File: config.mk
export PLATFORM = sky130hd
export DESIGN_NAME = fabosc_reset_sequencer
export DESIGN_NICKNAME = d
export VERILOG_FILES = /design/src/rtl/fabosc_reset_sequencer.sv
export SDC_FILE = /design/constraint.sdc
export NUM_CORES = 1
export LEC_CHECK = 0
export CELL_PAD_IN_SITES_DETAIL_PLACEMENT = 2
export CELL_PAD_IN_SITES_GLOBAL_PLACEMENT = 2
export CORE_AREA = 2 2 65 67
export CTS_CLUSTER_DIAMETER = 50
export CTS_CLUSTER_SIZE = 14
export DETAILED_ROUTE_END_ITERATION = 12
export DIE_AREA = 0 0 67 69
export PLACE_DENSITY_LB_ADDON = 0.1
export SYNTH_ARGS = -nofsm -noshare
export SYNTH_HDL_FRONTEND = slang
export SYNTH_SLANG_ARGS = --single-unit
File: constraint.sdc
create_clock -name CLK_BASE -period 1.9 [get_ports CLK_BASE]
set_clock_uncertainty 0.15 [all_clocks]
set_input_delay 0.38 -clock CLK_BASE [delete_from_list [all_inputs] [get_ports CLK_BASE]]
set_output_delay 0.38 -clock CLK_BASE [all_outputs]
set_load 0.005 [all_outputs]
File: src/rtl/fabosc_reset_sequencer.sv
// ============================================================================
// Module   : fabosc_reset_sequencer
// Purpose  : Power-on reset sequencer on the fabric RC oscillator clock; staged
//            CCC -> fabric -> USB reset release gated by a filtered PLL lock.
// Revision : 1.0 - initial release
// ============================================================================
`default_nettype none

module fabosc_reset_sequencer #(
  parameter int STARTUP_CYCLES    = 1024,
  parameter int LOCK_FILTER       = 16,
  parameter int STAGE_GAP         = 8,
  parameter int SOFT_RESET_CYCLES = 32
) (
  input  logic       CLK_BASE,
  input  logic       POWER_ON_RESET_N,
  input  logic       PLL_LOCK,
  input  logic       SOFT_RESET_REQ,
  output logic       PLL_ARST_N,
  output logic       FAB_RESET_N,
  output logic       USB_RESET_N,
  output logic       READY,
  output logic       LOCK_LOST,
  output logic [2:0] STATE
);

  localparam int MAX_AB = (STARTUP_CYCLES > LOCK_FILTER) ? STARTUP_CYCLES : LOCK_FILTER;
  localparam int MAX_CD = (STAGE_GAP > SOFT_RESET_CYCLES) ? STAGE_GAP : SOFT_RESET_CYCLES;
  localparam int MAX_P  = (MAX_AB > MAX_CD) ? MAX_AB : MAX_CD;
  localparam int CW     = $clog2(MAX_P) + 1;

  // Terminal values: a count of N leaves the state on the N-th cycle in it.
  localparam logic [CW-1:0] SETTLE_LAST = CW'(STARTUP_CYCLES - 1);
  localparam logic [CW-1:0] FILTER_LAST = CW'(LOCK_FILTER - 1);
  localparam logic [CW-1:0] GAP_LAST    = CW'(STAGE_GAP - 1);
  localparam logic [CW-1:0] SOFT_LAST   = CW'(SOFT_RESET_CYCLES - 1);

  typedef enum logic [2:0] {
    ST_SETTLE    = 3'd0,
    ST_WAIT_LOCK = 3'd1,
    ST_REL_FAB   = 3'd2,
    ST_RUN       = 3'd3,
    ST_SOFT      = 3'd4
  } state_e;

  state_e        state_q, state_d;
  logic [CW-1:0] cnt_q, cnt_d;
  logic [1:0]    sync_q, sync_d;
  logic          pll_arst_n_q, pll_arst_n_d;
  logic          fab_reset_n_q, fab_reset_n_d;
  logic          usb_reset_n_q, usb_reset_n_d;
  logic          ready_q, ready_d;
  logic          lock_lost_q, lock_lost_d;
  logic          lock_s;

  assign lock_s = sync_q[1];

  always_ff @(posedge CLK_BASE or negedge POWER_ON_RESET_N) begin
    if (!POWER_ON_RESET_N) begin
      state_q       <= ST_SETTLE;
      cnt_q         <= '0;
      sync_q        <= '0;
      pll_arst_n_q  <= 1'b0;
      fab_reset_n_q <= 1'b0;
      usb_reset_n_q <= 1'b0;
      ready_q       <= 1'b0;
      lock_lost_q   <= 1'b0;
    end else begin
      state_q       <= state_d;
      cnt_q         <= cnt_d;
      sync_q        <= sync_d;
      pll_arst_n_q  <= pll_arst_n_d;
      fab_reset_n_q <= fab_reset_n_d;
      usb_reset_n_q <= usb_reset_n_d;
      ready_q       <= ready_d;
      lock_lost_q   <= lock_lost_d;
    end
  end

  always_comb begin
    sync_d        = {sync_q[0], PLL_LOCK};
    state_d       = state_q;
    cnt_d         = cnt_q;
    pll_arst_n_d  = pll_arst_n_q;
    fab_reset_n_d = fab_reset_n_q;
    usb_reset_n_d = usb_reset_n_q;
    ready_d       = ready_q;
    lock_lost_d   = lock_lost_q;

    case (state_q)
      ST_SETTLE: begin
        if (cnt_q == SETTLE_LAST) begin
          state_d      = ST_WAIT_LOCK;
          cnt_d        = '0;
          pll_arst_n_d = 1'b1;
        end else begin
          cnt_d = cnt_q + CW'(1);
        end
      end

      ST_WAIT_LOCK: begin
        if (!lock_s) begin
          cnt_d = '0;
        end else if (cnt_q == FILTER_LAST) begin
          state_d       = ST_REL_FAB;
          cnt_d         = '0;
          fab_reset_n_d = 1'b1;
        end else begin
          cnt_d = cnt_q + CW'(1);
        end
      end

      ST_REL_FAB: begin
        if (!lock_s) begin
          state_d       = ST_WAIT_LOCK;
          cnt_d         = '0;
          fab_reset_n_d = 1'b0;
        end else if (cnt_q == GAP_LAST) begin
          state_d       = ST_RUN;
          cnt_d         = '0;
          usb_reset_n_d = 1'b1;
          ready_d       = 1'b1;
        end else begin
          cnt_d = cnt_q + CW'(1);
        end
      end

      ST_RUN: begin
        // Lock loss outranks a coincident soft-reset request.
        if (!lock_s) begin
          state_d       = ST_WAIT_LOCK;
          cnt_d         = '0;
          fab_reset_n_d = 1'b0;
          usb_reset_n_d = 1'b0;
          ready_d       = 1'b0;
          lock_lost_d   = 1'b1;
        end else if (SOFT_RESET_REQ) begin
          state_d       = ST_SOFT;
          cnt_d         = '0;
          fab_reset_n_d = 1'b0;
          usb_reset_n_d = 1'b0;
          ready_d       = 1'b0;
        end
      end

      ST_SOFT: begin
        if (!lock_s) begin
          state_d = ST_WAIT_LOCK;
          cnt_d   = '0;
        end else if (cnt_q == SOFT_LAST) begin
          state_d       = ST_REL_FAB;
          cnt_d         = '0;
          fab_reset_n_d = 1'b1;
        end else begin
          cnt_d = cnt_q + CW'(1);
        end
      end

      default: begin
        state_d       = ST_SETTLE;
        cnt_d         = '0;
        pll_arst_n_d  = 1'b0;
        fab_reset_n_d = 1'b0;
        usb_reset_n_d = 1'b0;
        ready_d       = 1'b0;
      end
    endcase
  end

  assign PLL_ARST_N  = pll_arst_n_q;
  assign FAB_RESET_N = fab_reset_n_q;
  assign USB_RESET_N = usb_reset_n_q;
  assign READY       = ready_q;
  assign LOCK_LOST   = lock_lost_q;
  assign STATE       = state_q;

endmodule

`default_nettype wire

; ---- After elaboration in Yosys (flattened, before gate mapping)
; Cells that the tools add are included.
[totals]
in_bits = 4
out_inout_bits = 8
regBits = 20
[classes]
n_bitwise = 4
n_mux = 33
n_reduce_logical = 8
eq_ne = 19
addsub = 1
[ops]
columns = op, n
row1 = two-way mux 11 bit, 9
row2 = case mux 11 bit (5 select lines), 1
row3 = two-way mux 3 bit, 9
row4 = "!= test 2 bit, second input constant", 8
row5 = case mux 3 bit (5 select lines), 1
row6 = "adder 11 x 1 -> 11 bit, second input constant", 1
row7 = "== test 11 x 10 -> 1 bit, second input constant", 1
row8 = "== test 11 x 3 -> 1 bit, second input constant", 1
row9 = "== test 11 x 4 -> 1 bit, second input constant", 1
row10 = "== test 11 x 5 -> 1 bit, second input constant", 1
row11 = two-way mux 1 bit, 10
row12 = "!= test 3 bit, second input constant", 3
row13 = AND reduction 7 bit, 1
row14 = "== test 3 x 2 -> 1 bit, second input constant", 2
row15 = AND reduction 6 bit, 1
row16 = case mux 1 bit (5 select lines), 1
row17 = inverter 1 bit, 4
row18 = AND reduction 2 bit, 2
row19 = AND reduction 4 bit, 1
row20 = OR reduction 4 bit, 1
row21 = "== test 3 x 1 -> 1 bit, second input constant", 1
row22 = "== test 3 bit, second input constant", 1
row23 = zero test 3 bit, 1
row24 = case mux 1 bit (3 select lines), 1
row25 = other kinds (2), 2

; ---- Depth between registers and ports, before layout
[depth]
ltp_word = 4
depth_mapped = 7
depth_no_buf = 6

; ---- Worst setup path before layout
; OpenSTA, ideal clock, no wires.
[synth_path]
path_kind = register to register
from = reg cnt_q[0]
to = reg cnt_q[9]
t_required_ns = 1.679
path_buffers = 1
path_stages_with_launch = 8
setup_time_ns = 0.071
period_less_slack_ns = 1.895
arrival_time_ns = 1.674
setup_slack_ns = 0.005
cell_sequence = dfrtp_1 -> ha_1 -> and4_1 -> nand3_1 -> or2b_2 -> and4_1 -> buf_6 -> nor2_1
[synth_between]
elab_chain_cells = 4
elab_cells_between_ends = 13
cone_classes = add/sub (1) / eq/ne (4) / mux (8)
[synth_rtl]
columns = element, line
row1 = from (decl), 47  ; logic [CW-1:0] cnt_q, cnt_d;
row2 = from (signal assigned), 70  ; cnt_q <= cnt_d;
row3 = adder 11 x 1 -> 11 bit (tied with other cells), -
row4 = two-way mux 11 bit (on tied branches), "150, 104, 118"
row5 = two-way mux 11 bit (on tied branches), "147, 102, 114"
row6 = case mux 11 bit (5 select lines) (*), 90  ; case (state_q)
; Mark *: on every way between the ends. The rest lies on a longest branch, timed or not.
; A chain may end at the register's enable or synchronous reset.

; ---- Worst setup path after layout
[layout_path]
from = reg cnt_q[10]
to = reg cnt_q[4]
[layout_between]
elab_chain_cells = 4
elab_cells_between_ends = 12
cone_classes = eq/ne (4) / mux (8)
[layout_rtl]
columns = element, line
row1 = == test 11 x 5 -> 1 bit (tied with other cells), 150  ; end else if (cnt_q == SOFT_LAST) begin
row2 = two-way mux 11 bit (on tied branches), "150, 104, 118"
row3 = two-way mux 11 bit (on tied branches), "147, 102, 114"
row4 = case mux 11 bit (5 select lines) (*), 90
; Marks and branches as above.

==> results.sh <==
export IMPL_status="finished clean"
export IMPL_rrSetupSlack_ns=0.01
export IMPL_drt_initial_drc_count=69
export IMPL_place_area_sq_mm=0.001538
export IMPL_clk_pin_slew_ns=0.08
export IMPL_antenna_found_initial=0
export IMPL_endpoint="cnt_q[4]$_DFFE_PN0N_"
export IMPL_fin_nets=176
export IMPL_port_buffer_count=11
export IMPL_die_h_microns=69
export IMPL_finalHoldViolations=0
export IMPL_cp_slowest_cell="dfrtp_2"
export IMPL_num_io_pins=12
export IMPL_core_sq_mm=0.003914
export IMPL_grt_max_degree=21
export IMPL_rsz0062_at_grt="yes"
export IMPL_floorplan_initialDensity_pct=29.76
export IMPL_max_freq_mhz=529.5
export IMPL_routed_wirelength_mm=3.828
export IMPL_ys_types=38
export IMPL_synth_area_mux_share_pct=0.8593
export IMPL_power_switching_mw=0.1760
export IMPL_cpPeakStageDelay_ns=0.43
export IMPL_crit_cells=6
export IMPL_fp_dieW_microns=67
export IMPL_fill_cells=446
export IMPL_n_antenna_cell=0
export IMPL_cellLeakagePower_nw=0.7556
export IMPL_finalCritPeriodShare_pct=99.40
export IMPL_worstPathRequired_ns=1.91
export IMPL_tritoncts="done"
export IMPL_most_common_layout_cells="buf_4 (35), dfrtp_1 (17), nor2_1 (12)"
export IMPL_rr_worst_depth=6
export IMPL_synth_async_reset_ratio_pct=100.0
export IMPL_cellPowerDensity_mw_per_mm2=476.4
export IMPL_relSlewSlack_pct=76.14
export IMPL_hold_path_class="reg -> reg"
export IMPL_clockBufferDepth=2
export IMPL_end_kind="register"
export IMPL_cts_root_buffer="clkbuf_8"
export IMPL_place_hpwl_mm=2.882
export IMPL_h_tree_depth=1
export IMPL_grt_pass1_wl_mm=6.520
export IMPL_p_clk_share_pct=43.2
export IMPL_maxSlewViolCount=0
export IMPL_die_area_sq_mm=0.004623
export IMPL_post_synth_cell_area_avg_sq_um=9.548
export IMPL_vias_per_cell=5.151
export IMPL_synth_nets=128
export IMPL_r2r_end="cnt_q[4]$_DFFE_PN0N_"
export IMPL_synth_top_family_by_area="simple AND/OR/NAND/NOR gates"
export IMPL_drc=0
export IMPL_worst_pin_slew_ns=0.3575
export IMPL_setup_viol=0
export IMPL_crit_fanout=4
export IMPL_p_seq_share_pct=53.7
export IMPL_dp_cells=212
export IMPL_syn_area_sq_mm=0.001165
export IMPL_start_kind="register"
export IMPL_overflow=0
export IMPL_crit_chain="nor4_4, and4bb_2, o32a_2, buf_4, nand3_2, a22o_1"
export IMPL_vias=1128
export IMPL_num_rows=23
export IMPL_swShare_pct=22.05
export IMPL_clk_latency_ns=0.27
export IMPL_cts_buffers=3
export IMPL_antenna_left=0
export IMPL_grtUsageTotal_pct=18.67
export IMPL_clock_sinks=20
export IMPL_synth_xor_area_share_pct=6.767
export IMPL_fin_area_sq_mm=0.001675
export IMPL_syn_inst=122
export IMPL_cp_startpoint="cnt_q[10]$_DFFE_PN0N_"
export IMPL_yosys_area_share_adder_pct=2.148
export IMPL_ir_drop_mv=0.2975
export IMPL_reg2reg_from="cnt_q[10]$_DFFE_PN0N_"
export IMPL_path_buf_inv=1
export IMPL_comb_power_share_pct=3.0
export IMPL_ys_seq_area_share_pct=42.96
export IMPL_period_needed_ns=1.889
export IMPL_timing_setup_tns_ns=0
export IMPL_grt_pass1_vias=1292
export IMPL_layout_cells_non_filler=219
export IMPL_synthSimpleGateAreaFrac_pct=28.25
export IMPL_maxCapViolCount=0
export IMPL_yosysWarnings=0
export IMPL_layout_commonest_cell="buf_4"
export IMPL_detailedRoute_firstPassIterationCount=4
export IMPL_ys_ff_latch=20
export IMPL_critPathArrivalTime_ns=1.90
export IMPL_wl_per_cell_microns=17.48
export IMPL_crit_type="reg -> reg"
export IMPL_power_total_mw=0.7982
export IMPL_gp_congestion=0.7752
export IMPL_path_delay_family="simple AND/OR/NAND/NOR gates"
export IMPL_synth_compound_area_share_pct=12.67
export IMPL_synth_flop_cell="dfrtp_1"
export IMPL_area_growth_pct=43.82
export IMPL_drive_gt1_share_pct=37.28
export IMPL_synth_edf_count=0
export IMPL_internal_power_mw=0.6222
kinds of logic (layout without fill, tap and decap cells):
group / after synthesis / in the layout
fa+ha+maj: 2 / 2
flops: 20 / 20
buf+inv: 10 / 57
mux: 1 / 1
compound gates: 22 / 22
xor+xnor: 9 / 9
simple gates: 58 / 58
metrics by stage:
| step | setup slack, ns | hold slack, ns | util, % |
|---|---|---|---|
| 3_3_place_gp | -0.1386 | 0.1867 | 39.29 |
| 4_1_cts | -0.01336 | 0.2381 | 42.36 |
| 3_5_place_dp | -0.2057 | 0.2194 | 39.29 |
| 2_1_floorplan | 0.004798 | -0.06559 | - |
| 6_report | 0.01144 | 0.2316 | 42.81 |
| 5_1_grt | -0.09589 | 0.2422 | 42.81 |
sequential cells by signal (all words and copies together), names as in the netlist:
signal	flops
FAB_RESET_N	1
LOCK_LOST	1
PLL_ARST_N	1
READY	1
STATE	3
cnt_q	11
sync_q	2
repair_timing:
item | in CTS | in global routing
hold endpoints to repair | 0 | 0
setup buffers | 2 | 1
setup endpoints to repair | 13 | 15
gates resized for setup | 14 | 5
hold buffers | 0 | 0
pin swaps | 6 | 4
layout make-up:
cell class / instances / area [sq um] / share of cell area, %
Clock buffer: 4 / 55.05 / 3.286
Timing Repair Buffer: 48 / 397.9 / 23.75
Sequential cell: 20 / 504.2 / 30.10
Tap cell: 50 / 62.56 / 3.734
Inverter: 5 / 18.77 / 1.120
Multi-Input combinational cell: 92 / 636.9 / 38.01
layer usage:
metal  vias up  share of wire, %  GRT usage, %
met3         5               1.7         2.447
li1        535                 -             -
met2        12                52         32.45
met1       576                44         22.94
met5         -                 0             0
met4         0               1.7         6.803
Yosys cell counts (2+ instances only):
| library cell | count | area (sq um) |
|---|---|---|
| a21oi_1 | 3 | 15.01 |
| a31oi_1 | 3 | 18.77 |
| a41oi_1 | 2 | 17.52 |
| and3_1 | 2 | 12.51 |
| and4_1 | 2 | 17.52 |
| buf_6 | 3 | 33.78 |
| dfrtp_1 | 20 | 500.5 |
| ha_1 | 2 | 25.02 |
| inv_1 | 5 | 18.77 |
| nand2_1 | 9 | 33.78 |
| nand3_1 | 9 | 45.04 |
| nand4_1 | 5 | 31.28 |
| nor2_1 | 14 | 52.55 |
| nor3_1 | 5 | 25.02 |
| nor4_1 | 2 | 12.51 |
| o21ai_0 | 6 | 30.03 |
| o22ai_1 | 2 | 12.51 |
| xnor2_1 | 4 | 35.03 |
| xor2_1 | 5 | 43.79 |
how the worst min path moves through the flow:
| stage | depth (start not counted) | slack, ns | start | end |
|---|---|---|---|---|
| finish | 0 | 0.23 | sync_q[0]$_DFF_PN0_ | sync_q[1]$_DFF_PN0_ |
| global route | 0 | 0.24 | sync_q[0]$_DFF_PN0_ | sync_q[1]$_DFF_PN0_ |
| CTS | 0 | 0.24 | sync_q[0]$_DFF_PN0_ | sync_q[1]$_DFF_PN0_ |
| detailed placement | 0 | 0.22 | sync_q[0]$_DFF_PN0_ | sync_q[1]$_DFF_PN0_ |
| global placement | 0 | 0.19 | sync_q[0]$_DFF_PN0_ | sync_q[1]$_DFF_PN0_ |
| floorplan | 0 | -0.07 | POWER_ON_RESET_N | FAB_RESET_N$_DFFE_PN0P_ |
power groups by stage:
stage | clock network (mW) | registers [mW] | logic [mW]
floorplan | 0 | 0.437 | 0.00608
global placement | 0 | 0.437 | 0.0237
detailed placement | 0 | 0.437 | 0.0248
CTS | 0.363 | 0.429 | 0.0250
global route | 0.377 | 0.429 | 0.0271
finish | 0.345 | 0.429 | 0.0242
Note: power is estimated with default switching activity, not from simulation.
